===== config.mk =====
export PLATFORM = sky130hd
export DESIGN_NAME = ifetch_prefetch
export DESIGN_NICKNAME = d
export VERILOG_FILES = /design/src/rtl/rvcpu_pkg.sv /design/src/rtl/ifetch_prefetch.sv
export SDC_FILE = /design/constraint.sdc
export NUM_CORES = 1
export LEC_CHECK = 0
export CAP_MARGIN = 25
export CORE_MARGIN = 2
export CORE_UTILIZATION = 45
export CTS_CLUSTER_SIZE = 12
export DETAILED_ROUTE_END_ITERATION = 10
export PLACE_DENSITY = 0.81
export SETUP_SLACK_MARGIN = 0.02
export SKIP_LAST_GASP = 1
export SLEW_MARGIN = 30
export SYNTH_ARGS = -nofsm -noshare
export SYNTH_HDL_FRONTEND = slang
export SYNTH_SLANG_ARGS = --single-unit

===== constraint.sdc =====
create_clock -name clk -period 2.6 [get_ports clk]
set_input_delay 0.52 -clock clk [delete_from_list [all_inputs] [get_ports clk]]
set_output_delay 0.52 -clock clk [all_outputs]
set_load 0.03 [all_outputs]

===== src/rtl/rvcpu_pkg.sv =====
// Shared rvcpu definitions: datapath width, fetch FSM encoding and the
// default program-counter step used by the prefetch stage.
package rvcpu_pkg;

   localparam int XLEN = 32;

   // Byte increment between consecutive instruction words.
   localparam logic [XLEN-1:0] PC_STEP_DEFAULT = 32'd4;

   // IDLE : free to issue a request
   // WAIT : one request outstanding, its response will be pushed
   // DROP : one stale request outstanding, its response is thrown away
   // HALT : parked after a bus error until the next redirect
   typedef enum logic [1:0] {
      IDLE = 2'd0,
      WAIT = 2'd1,
      DROP = 2'd2,
      HALT = 2'd3
   } fetch_state_t;

endpackage


===== src/rtl/ifetch_prefetch.sv =====
// Instruction prefetch stage. Walks a PC, keeps at most one single-word
// read in flight, and pushes each good response into the downstream FIFO.
// A redirect reloads the PC, flushes the FIFO and orphans any in-flight read;
// a bus error parks the unit until the next redirect.
module ifetch_prefetch
   import rvcpu_pkg::*;
#(
   parameter logic [XLEN-1:0] RESET_PC = 32'h0000_0000,
   parameter logic [XLEN-1:0] PC_STEP  = PC_STEP_DEFAULT
) (
   input  logic            clk,
   input  logic            rst,
   input  logic            run,
   input  logic            redirect,
   input  logic [XLEN-1:0] redirectPc,
   output logic            memReq,
   output logic [XLEN-1:0] memAddr,
   input  logic            memAck,
   input  logic [XLEN-1:0] memData,
   input  logic            memErr,
   output logic            write,
   output logic [XLEN-1:0] wData,
   input  logic            full,
   output logic            fifoFlush,
   output logic            errFlag,
   output logic [XLEN-1:0] fetchPc
);

   fetch_state_t    r_state;
   fetch_state_t    w_state_next;
   logic [XLEN-1:0] r_pc;
   logic [XLEN-1:0] r_memAddr;
   logic [XLEN-1:0] r_wData;
   logic            r_write;
   logic            r_fifoFlush;
   logic            r_errFlag;

   logic            w_issue;
   logic            w_ackOk;
   logic            w_ackErr;

   // The !r_write term covers the cycle where our own push has not yet
   // reached the FIFO's full flag. A redirect suppresses issue so the old
   // PC is never requested on the cycle it is being replaced.
   assign w_issue  = (r_state == IDLE) && run && !full && !r_write && !redirect;

   // Only a response to a live request is consumed; a same-cycle redirect
   // overrides both a good response and an error.
   assign w_ackOk  = (r_state == WAIT) && memAck && !memErr && !redirect;
   assign w_ackErr = (r_state == WAIT) && memAck &&  memErr && !redirect;

   // Next-state logic: redirect first, then the normal walk.
   always_comb begin
      w_state_next = r_state;
      if (redirect) begin
         // A request still in flight after this cycle must be drained in DROP.
         if (((r_state == WAIT) || (r_state == DROP)) && !memAck)
            w_state_next = DROP;
         else
            w_state_next = IDLE;
      end else begin
         case (r_state)
            IDLE:    if (w_issue) w_state_next = WAIT;
            WAIT:    if (memAck)  w_state_next = memErr ? HALT : IDLE;
            DROP:    if (memAck)  w_state_next = IDLE;
            HALT:    w_state_next = HALT;
            default: w_state_next = IDLE;
         endcase
      end
   end

   // State register.
   always_ff @(posedge clk or negedge rst) begin
      if (!rst) r_state <= IDLE;
      else      r_state <= w_state_next;
   end

   // PC register: reload on redirect, advance on each accepted word.
   always_ff @(posedge clk or negedge rst) begin
      if (!rst)          r_pc <= RESET_PC;
      else if (redirect) r_pc <= redirectPc;
      else if (w_ackOk)  r_pc <= r_pc + PC_STEP;
   end

   // Latch the issued address so memAddr stays put after the request pulse.
   always_ff @(posedge clk or negedge rst) begin
      if (!rst)         r_memAddr <= '0;
      else if (w_issue) r_memAddr <= r_pc;
   end

   // FIFO push, flush and sticky error outputs, all registered.
   always_ff @(posedge clk or negedge rst) begin
      if (!rst) begin
         r_write     <= 1'b0;
         r_wData     <= '0;
         r_fifoFlush <= 1'b0;
         r_errFlag   <= 1'b0;
      end else begin
         r_write     <= w_ackOk;
         r_fifoFlush <= redirect;
         if (w_ackOk)
            r_wData <= memData;
         if (redirect)
            r_errFlag <= 1'b0;
         else if (w_ackErr)
            r_errFlag <= 1'b1;
      end
   end

   // During the pulse the address comes straight from the PC register;
   // afterwards the latched copy holds it until the next issue.
   assign memReq    = w_issue;
   assign memAddr   = w_issue ? r_pc : r_memAddr;
   assign write     = r_write;
   assign wData     = r_wData;
   assign fifoFlush = r_fifoFlush;
   assign errFlag   = r_errFlag;
   assign fetchPc   = r_pc;

endmodule


* Word level (Yosys, flattened, before mapping)
Cells that the tools add are included.
** Cells by class
- Shift-type cells :: 0
- $lt $le $gt $ge :: 0
- Equal/unequal tests :: 6
- $mul :: 0
- Multiplexer cells :: 12
- Add/sub/neg operators :: 1
- Divide/modulo/power cells :: 0
- Reduce and logical (&&, ||, !) cells :: 20
- Bitwise gates (word level) :: 0
** Operators by type and width (count)
- 2-to-1 mux 32 bit :: 3
- adder 32 x 3 -> 32 bit, second input constant :: 1
- 2-to-1 mux 2 bit :: 6
- logical AND 1 bit :: 10
- inequality test 3 bit, second input constant :: 3
- one-hot mux 2 bit (4 select lines) :: 1
- logical NOT 1 bit :: 5
- == test 2 bit, second input constant :: 2
- nonzero test 2 bit :: 2
- AND reduction 3 bit :: 1
- == test 2 x 1 -> 1 bit, second input constant :: 1
- logical NOT 2 bit :: 1
- 2-to-1 mux 1 bit :: 2
- logical OR 1 bit :: 1
** Word-level totals
- Latch bits :: 0
- Bits of input ports :: 71
- Bits in read-only memories :: 0
- Logic and storage cells :: 46
- Register bits :: 101
- Memories :: 0
- Memory bits (writable) :: 0
- Output and inout bits :: 100

* Logic depth before layout (Yosys ltp)
Gate-level depths: netlist (run 1).
- Depth after elaboration :: 8
- Gate-level depth with buffers :: 7
- Gate-level depth less buffers :: 6

* Worst setup path after synthesis (run 1)
No wires, ideal clock.
- Path kind :: in2out
- From :: in full
- To :: out memAddr[13]
- Required time :: 2.080 ns
- Buffers on the path :: 2
- Data arrival time :: 2.165 ns
- Cell stages on the path :: 5
- Slack :: -0.085 ns
- Path through :: or3b_1 -> nand3b_1 -> buf_2 -> clkbuf_1 -> o21ai_0
** On the way
- Longest elaborated chain between the ends :: 5
** RTL lines
- from (decl) :: line ifetch_prefetch.sv:23 : input logic full,
- logical NOT 1 bit :: line ifetch_prefetch.sv:45 : assign w_issue = (r_state == IDLE) && run && !full && !r_write && !redirect;
- logical AND 1 bit (3 in a row) :: line ifetch_prefetch.sv:45
- 2-to-1 mux 32 bit
- to (decl) :: line ifetch_prefetch.sv:17 : output logic [XLEN-1:0] memAddr,
No other way between the ends.

* Final worst setup path (run 1)
- From :: reg r_write (netlist: write)
- To :: out memAddr[2]
** On the way
- Longest elaborated chain between the ends :: 4
** RTL lines
- from (decl) :: line ifetch_prefetch.sv:34 : logic r_write;
- from (signal assigned) :: line ifetch_prefetch.sv:99 : r_write <= w_ackOk;
- logical NOT 1 bit :: line ifetch_prefetch.sv:45
- logical AND 1 bit (2 in a row) :: line ifetch_prefetch.sv:45
- 2-to-1 mux 32 bit
No other way between the ends.

==> flow_summary_export.csv, run 1 <==
group,metric,value,unit
logic_synthesis,yosys_warnings,0,
logic_synthesis,synth_edf_count,0,
logic_synthesis,syn_inst,393,
route,vias_per_cell,5.43,
clocking,cts_num_sinks,101,
floorplan,die_h,105,um
run_status,violations,"negative setup slack",
pwr,peakVddDrop,0.707,mV
route,routedWlPerCell,18.1,um
route,ant_nets,0,
route,first_pass_iters,4,
route,vias,3901,
critical_path,critPathKind,"reg2out",
route,drtIter0Drc,145,
logic_synthesis,synth-adder-area-share,1.63,%
critical_path,crit_top_cell,"buf_6",
logic_synthesis,synthMuxAreaShare,15.4,%
logic_synthesis,synth_area_leader_cell,"dfrtp_1",
clocking,htree_levels,3,
pwr,power.density,1040,nW/um^2
sta,setup_tns,-1350,ps
layout,final_common_cell,"clkdlybuf4s50_1",
place,portBuffers,170,
critical_path,crit_path_max_fanout,8,
clocking,insertion_delay,370,ps
logic_synthesis,synth-compound-area-share,8.10,%
sta,fmax,0.375,GHz
logic_synthesis,synth_top_family_by_area,"multiplexers",
grt,antenna_found_initial,0,
critical_path,cpMaxStageDelayCell,"or3b_4",
logic_synthesis,async_flop_share,100,%
layout,diodes,0,
floorplan,die_area,11000,sq um
clocking,cts_tree,"built",
critical_path,crit_path_cell_trace,"or3b_4 -> nand3b_1 -> buf_6 -> buf_8 -> mux2_4 -> buf_6",
layout,area_growth,50.6,%
logic_synthesis,synth_seq_area_share,54.9,%
critical_path,cp_data_arrival_time,2140,ps
place,place_ws,-208,ps
logic_synthesis,ys_types,50,
clocking,cts_buffers,9,
sta,rsz0062_at_grt,"true",
grt,grt_pass1_wl,21100,um
floorplan,dieWidth,105,um
layout,stdcell_area,6930,sq um
sta,finalHoldViolations,0,
place,place_congestion,0.861,
sta,fin_crit_sh,102,%
floorplan,initial_core_util,46.6,%
place,hpwl,9190,um
sta,worstMarginPinSlew,725,ps
sta,finalSetupViolCount,29,
logic_synthesis,yosys_most_used_dff,"dfrtp_1",
min_path,hold_path_class,"in2async",
layout,nFillCells,679,
grt,overflow,0,
clocking,ctsLongestPathBuffers,2,
logic_synthesis,synth_area_leaders,"dfrtp_1 55%, mux2_2 15%, o21ai_0 2.8%, nand2_1 2.3%, a31oi_1 1.9%",
logic_synthesis,synth_area,4600,sq um
layout,layout_common_cells,"133 x clkdlybuf4s50_1, 101 x dfrtp_1, 57 x mux2_2, 30 x buf_6, 26 x nand2_1",
logic_synthesis,synth-seq-cells,101,
floorplan,io_pins,171,
logic_synthesis,synth_top_area_share,54.9,%
pwr,p_leak,2.90,nW
clocking,cts-root-buf,"clkbuf_8",
layout,utilization,70.2,%
layout,nets,657,
logic_synthesis,syn_avg_cell_area,11.7,sq um
run_status,status,"complete, but fails checks",
critical_path,cp-end-kind,"output pin",
critical_path,slowest_delay,410,ps
flow_run,max_cap_viol_count,0,
critical_path,critPathLaunchType,"flip-flop",
grt,grt_max_degree,56,
route,drc_errors,0,
sta,worst_hold_slack,177,ps
critical_path,worstPathRequired,2080,ps
logic_synthesis,synthXorXnorAreaFrac,1.90,%
clocking,clkTransAtPathRegs,100,ps
layout,drive_gt1_share,26.0,%
grt,grt_usage,24.1,%
sta,min_period,2660,ps
logic_synthesis,synthSimpleGateAreaFrac,15.2,%
floorplan,rows,36,
layout,layout.area.seq,2530,sq um
sta,slew_viol_final,0,
sta,setup_ws,-64.8,ps
route,wirelength,13000,um
place,placed_area,6480,sq um
logic_synthesis,synth_nets,470,
sta,fin_skew,10.6,ps
floorplan,core_area,9860,sq um
layout,multi_input_area,1990,sq um
sta,slew_headroom,51.7,%
grt,grt_pass1_vias,4060,
## final cells by class
| class | instances | area share [%] |
|---|---|---|
| Multi-Input combinational cell | 265 | 28.8 |
| Clock inverter | 6 | 0.993 |
| Sequential cell | 101 | 36.5 |
| Clock buffer | 10 | 1.99 |
| Tap cell | 133 | 2.40 |
| Timing Repair Buffer | 193 | 28.8 |
| Inverter | 10 | 0.542 |
## per-stage QoR
stage,power [mW],cells
after floorplan,4.36,393
after global placement,5.81,697
after detailed placement,5.91,697
after CTS,7.18,717
after global routing,7.59,718
final,7.23,718
## synthesized netlist by cell type (all sizes together), types with 6 or more instances
master / n
nand2: 28
dfrtp: 101
ha: 6
nand3: 18
and4: 7
mux2: 61
o21ai: 26
xnor2: 8
nand4: 8
buf: 8
nor2: 22
a31oi: 14
clkbuf: 7
nor3: 8
inv: 9
## path summary, 6_finish.rpt
check                           slack (ps)             to           from  depth (start not counted)
min in group clk                       490  r_memAddr[13]  r_memAddr[13]                          2
max in group asynchronous             1730     fetchPc[4]            rst                          2
worst min register to register         490  r_memAddr[13]  r_memAddr[13]                          2
worst min-delay path                   180    fetchPc[27]            rst                          1
worst max register to register         400    fetchPc[26]     r_state[1]                          7
worst max-delay path                   -60     memAddr[2]          write                          6
## per-layer routing
| metal | global-route usage [%] | vias up | share of wire, % |
|---|---|---|---|
| met2 | 38.7 | 167 | 47 |
| met3 | 9.48 | 19 | 9.7 |
| met1 | 29.7 | 1912 | 41 |
| met5 | 0 | - | 0 |
| li1 | - | 1803 | - |
| met4 | 8.19 | 0 | 2.0 |
## cell families after synthesis
group | count (synthesis)
AO/OA/AOI/OAI | 60
XOR/XNOR | 10
adder cells (fa/ha/maj) | 6
buffers and inverters | 27
flip-flops | 101
multiplexers | 63
AND/OR/NAND/NOR | 126
## power breakdown
group / internal, mW / switching [mW] / leakage, nW
Sequential: 2.13 / 0.292 / 1.21
Clock: 0.479 / 0.571 / 0.103
Combinational: 1.74 / 2.02 / 1.59
## critical path: cells and delay by family (launching register included)
family / cells / cell delay (ps)
buffers and inverters: 3 / 450
flip-flops: 1 / 400
multiplexers: 1 / 310
AND/OR/NAND/NOR: 2 / 620
## registers in the layout (all words and copies together), names as in the netlist
| signal | count |
|---|---|
| fetchPc | 32 |
| r_memAddr | 32 |
| wData | 32 |
| r_state | 2 |
| errFlag | 1 |
| fifoFlush | 1 |
| write | 1 |
## repair_timing
item,CTS,global route
pin swaps,1,0
endpoints found under the hold margin,0,0
gates cloned,2,0
setup buffers,3,2
hold buffers,0,0
gates resized for setup,41,20
endpoints found under the setup margin,32,32
Note: power is estimated with default switching activity, not from simulation.
==> run 2, diff against run 1 <==
--- a/config.mk
+++ b/config.mk
@@ -8,8 +8,8 @@
 export CAP_MARGIN = 25
 export CORE_MARGIN = 2
 export CORE_UTILIZATION = 45
-export CTS_CLUSTER_SIZE = 12
 export DETAILED_ROUTE_END_ITERATION = 10
+export HOLD_SLACK_MARGIN = 0.05
 export PLACE_DENSITY = 0.81
 export SETUP_SLACK_MARGIN = 0.02
 export SKIP_LAST_GASP = 1
==> results of run 2 <==
Same layout as run 1: the final DEF is identical, and so are final timing and power.
